## src/rtl/cnt_bus_host.sv

```systemverilog
// Bus master for the loadable 8-bit counter: sequences load/read bus cycles with turnaround.
// Latency: write 2 cycles (4+TURN with CNT_BUS_HOST_VERIFY_EN), read TURN+2, counted from the offer cycle.
// Backpressure: cmd_ready only in IDLE; response held in RSP until rsp_ready. Optional macro: CNT_BUS_HOST_VERIFY_EN.
module cnt_bus_host #(
    parameter int TURN = 1
) (
    input  logic       clk,
    input  logic       rst_n,
    input  logic       cmd_valid,
    output logic       cmd_ready,
    input  logic       cmd_write,
    input  logic [7:0] cmd_data,
    output logic       rsp_valid,
    input  logic       rsp_ready,
    output logic [7:0] rsp_data,
    output logic       rsp_err,
    output logic       bus_load,
    output logic       bus_oe,
    output logic [7:0] bus_out,
    output logic [7:0] bus_drive,
    input  logic [7:0] bus_in
);

    typedef enum logic [2:0] {
        IDLE,
        WR_DRIVE,
        WR_GAP,
        RD_TURN,
        RD_SAMPLE,
        RSP
    } state_t;

    state_t     state, state_nxt;
    logic [7:0] d_q;
    logic [1:0] turn_q;
    logic [7:0] rsp_data_q;

`ifdef CNT_BUS_HOST_VERIFY_EN
    // The counter keeps counting through WR_GAP and every RD_TURN cycle after the load.
    localparam logic [7:0] VERIFY_INC = 8'(TURN + 1);
    logic wr_q;
    logic rsp_err_q;
`endif

    // State, data latch, turnaround counter and response registers.
    always_ff @(posedge clk) begin
        if (!rst_n) begin
            state      <= IDLE;
            d_q        <= 8'h00;
            turn_q     <= 2'd0;
            rsp_data_q <= 8'h00;
`ifdef CNT_BUS_HOST_VERIFY_EN
            wr_q       <= 1'b0;
            rsp_err_q  <= 1'b0;
`endif
        end else begin
            state <= state_nxt;
            if (state == IDLE && cmd_valid) begin
                d_q <= cmd_data;
`ifdef CNT_BUS_HOST_VERIFY_EN
                wr_q <= cmd_write;
`endif
            end
            // Reload on entry to RD_TURN, count down while there.
            if (state_nxt == RD_TURN && state != RD_TURN) begin
                turn_q <= 2'(TURN - 1);
            end else if (state == RD_TURN) begin
                turn_q <= turn_q - 2'd1;
            end
`ifndef CNT_BUS_HOST_VERIFY_EN
            if (state == WR_DRIVE) begin
                rsp_data_q <= d_q;
            end
`endif
            if (state == RD_SAMPLE) begin
                rsp_data_q <= bus_in;
`ifdef CNT_BUS_HOST_VERIFY_EN
                rsp_err_q  <= wr_q && (bus_in != 8'(d_q + VERIFY_INC));
`endif
            end
        end
    end

    // Next state and state-decoded bus/handshake outputs.
    always_comb begin
        state_nxt = state;
        cmd_ready = 1'b0;
        rsp_valid = 1'b0;
        bus_load  = 1'b0;
        bus_oe    = 1'b0;
        bus_out   = 8'h00;
        bus_drive = 8'h00;
        case (state)
            IDLE: begin
                cmd_ready = 1'b1;
                if (cmd_valid) begin
                    state_nxt = cmd_write ? WR_DRIVE : RD_TURN;
                end
            end
            WR_DRIVE: begin
                bus_out   = d_q;
                bus_drive = 8'hFF;
                bus_load  = 1'b1;
`ifdef CNT_BUS_HOST_VERIFY_EN
                state_nxt = WR_GAP;
`else
                state_nxt = RSP;
`endif
            end
            WR_GAP: begin
                state_nxt = RD_TURN;
            end
            RD_TURN: begin
                bus_oe = 1'b1;
                if (turn_q == 2'd0) begin
                    state_nxt = RD_SAMPLE;
                end
            end
            RD_SAMPLE: begin
                bus_oe    = 1'b1;
                state_nxt = RSP;
            end
            RSP: begin
                rsp_valid = 1'b1;
                if (rsp_ready) begin
                    state_nxt = IDLE;
                end
            end
            default: begin
                state_nxt = IDLE;
            end
        endcase
    end

    assign rsp_data = rsp_data_q;
`ifdef CNT_BUS_HOST_VERIFY_EN
    assign rsp_err = rsp_err_q;
`else
    assign rsp_err = 1'b0;
`endif

endmodule

```

## config.mk

```make
export PLATFORM = sky130hd
export DESIGN_NAME = cnt_bus_host
export DESIGN_NICKNAME = d
export VERILOG_FILES = /design/src/rtl/cnt_bus_host.sv
export SDC_FILE = /design/constraint.sdc
export NUM_CORES = 1
export LEC_CHECK = 0
export ABC_AREA = 1
export BUFFER_PORTS_ARGS = -buffer_cell sky130_fd_sc_hd__buf_2
export CAP_MARGIN = 20
export CORE_MARGIN = 2
export CORE_UTILIZATION = 49
export DETAILED_ROUTE_END_ITERATION = 16
export PLACE_DENSITY = 0.83
export SETUP_SLACK_MARGIN = 0.5
export SLEW_MARGIN = 20
export SYNTH_ARGS = -nofsm -noshare
export SYNTH_HDL_FRONTEND = slang
export SYNTH_SLANG_ARGS = --single-unit
export TNS_END_PERCENT = 1
```

## constraint.sdc

```tcl
create_clock -name clk -period 3.5 [get_ports clk]
set_clock_uncertainty 0.15 [all_clocks]
set_input_delay 0.525 -clock clk [delete_from_list [all_inputs] [get_ports clk]]
set_output_delay 0.525 -clock clk [all_outputs]
set_load 0.05 [all_outputs]
```

==> impl_metrics.tcl <==
set metrics [dict create \
    ys_top_cells_by_area "dfxtp_1 (39%), nand3_1 (12%), nand2_1 (9.7%), buf_4 (6.9%), inv_1 (5.2%)" \
    rsz0062_at_grt "false" \
    leakage_nw 0.678 \
    track_usage_pct 22.5 \
    row_count 17 \
    cts.clk_slew.worst_paths_ps 120 \
    ant_nets 0 \
    cts_tree "built" \
    synth-simple-area-share_pct 33.3 \
    postSynthAreaPerCell_um2 7.51 \
    ys_types 24 \
    dpl_worst_slack_ps 1380 \
    vias 1061 \
    worst_slew_pin_slew_ps 719 \
    firstDrtPassIters 6 \
    hpwl_um 1960 \
    worstHoldPathType "primary input to flop" \
    peakVddDrop_uv 470 \
    crit_required_ps 2820 \
    post-route-period-util_pct 71.8 \
    ys_seq_area_share_pct 38.9 \
    r2r_end "state[2]" \
    min_from "cmd_data[7]" \
    rrSetupSlack_ps 1760 \
    synthMuxAreaShare_pct 0 \
    synth_area_um2 1080 \
    cts_sinks 21 \
    viasPerCell 5.03 \
    wl_um 2660 \
    fillCellCount 214 \
    finalWorstSetupSlack_ps 986 \
    power_mw 1.33 \
    dpl-instance-area_um2 1260 \
    grt_max_degree 20 \
    drive_gt1_share_pct 35.0 \
    gr-total-overflow 0 \
    post_cts_buffers 0 \
    gp_congestion 0.751 \
    drt_iter0_markers 22 \
    synth_fp_nets 166 \
    startpoint_type "flop" \
    fin_crit_ps 2510 \
    setup.worst_path.class "flop to output pin" \
    clk_latency_ps 320 \
    die_y_um 51.0 \
    fin_cells 211 \
    synthTopCellsByCount "nand2_1 (28), nand3_1 (25), dfxtp_1 (21)" \
    synth_edf_count 0 \
    fmax_ghz 0.398 \
    clockBufferDepth 2 \
    worstReg2RegStart "state[2]" \
    fin_hold_ws_ps 300 \
    synth_top_area_cell "dfxtp_1" \
    yosys.area_share.xor_xnor_pct 0.810 \
    grt_antenna_before_repair 0 \
    ys_ff_latch 21 \
    cts-root-buf "clkbuf_4" \
    p_per_area_nw_per_um2 1040 \
    maxCapViolations 0 \
    status "completed" \
    htree_levels 1 \
    core_area_um2 2150 \
    r2r_cells 5 \
    pin_count 50 \
    yosys.area_share.adder_pct 1.16 \
    setup.worst_path.start "state[0]" \
    synth_top_family_by_area "simple AND/OR/NAND/NOR gates" \
    synth_top_area_share_pct 38.9 \
    first_global_vias 971 \
    path_cells "nand2_2 -> nor2_4 -> nand2_1 -> inv_1 -> buf_2" \
    drc 0 \
    synth_most_common_cell "nand2_1" \
    end_kind "output pin" \
    synth_compound_area_share_pct 10.2 \
    hold_end "d_q[7]" \
    crit_fanout 17 \
    cpPeakStageDelay_ps 610 \
    yosysWarnings 0 \
    grt_pass1_wl_um 4250 \
    dieArea_um2 2600 \
    worst_path_max_delay_cell "dfxtp_1" \
    finalSetupViolCount 0 \
    wl_per_cell_um 12.6 \
    nNetsFinal 206 \
    dp.cells 207 \
    area_growth_pct 19.1 \
    start_util_pct 50.3 \
    antenna_cells 0 \
    hold_path_depth 3 \
    relSlewSlack_pct 52.0 \
    post_cts_resized 0 \
    setup_tns_ps 0 \
    ys.flop_type "dfxtp_1" \
    cts_hold_buf 0 \
    synthArstFlopShare_pct 0 \
    arrival_ps 1840 \
    numCtsBuffers 3 \
    hold_violations 0 \
    final_area_um2 1290 \
    portBuffers 48 \
    fp.dieW_um 51.0 \
    drv_slew 0 \
    syn_inst 144 \
    final_util_pct 59.9 \
]
## worst max path at each step
stage,to,depth (start not counted)
CTS,bus_out[5],5
floorplan,bus_out[0],5
detailed placement,bus_out[5],5
finish,bus_out[5],5
global placement,bus_out[1],5
global route,bus_out[0],5
## cells by family (layout without fill, tap and decap cells)
family          Yosys count  in the layout
flops                    21             21
xor+xnor                  1              1
buf+inv                  31             70
fa+ha+maj                 1              1
simple gates             69             69
compound gates           20             20
other cells               1              1
## state kept, by name (all words and copies together) (netlist names)
signal / count
rsp_data: 8
turn_q: 2
state: 3
d_q: 8
## worst max-delay path: cells and delay by family, from the launching register on
family        cells  cell delay, ps
buf+inv           2             320
flops             1             610
simple gates      3             580
## layout by cell type (no fill, tap or decap), types with 2 or more instances in the layout
| master | Yosys | final |
|---|---|---|
| nand3_1 | 25 | 25 |
| buf_2 | 1 | 48 |
| nand2_1 | 28 | 28 |
| inv_1 | 15 | 15 |
| nor2_1 | 4 | 4 |
| a21oi_1 | 11 | 11 |
| clkbuf_4 | 0 | 3 |
| a31oi_1 | 8 | 8 |
| dfxtp_1 | 21 | 21 |
| nand3_2 | 2 | 2 |
| nor2_4 | 3 | 3 |
| nand2_2 | 4 | 4 |
## per-layer routing
metal	vias to the layer above	global-route usage, %	wire (um)
met1	474	26.0	1100
met4	0	17.1	91
met3	6	2.34	148
met5	-	0	0
met2	40	38.1	1320
li1	541	-	-
## where the power goes
part | internal [mW] | leakage (nW) | switching (mW)
Clock | 0.0447 | 0.0150 | 0.0782
Sequential | 0.297 | 0.171 | 0.0831
Combinational | 0.186 | 0.492 | 0.644
## layout make-up
class / instances / area, um2 / area share (%)
repair buffers: 48 / 240 / 18.7
clock buffers: 4 / 26.3 / 2.04
flip-flops and latches: 21 / 420 / 32.7
well taps: 28 / 35.0 / 2.72
multi-input cells: 92 / 495 / 38.5
inverters: 18 / 70.1 / 5.44
No activity file was read; power rests on OpenSTA's default activity.
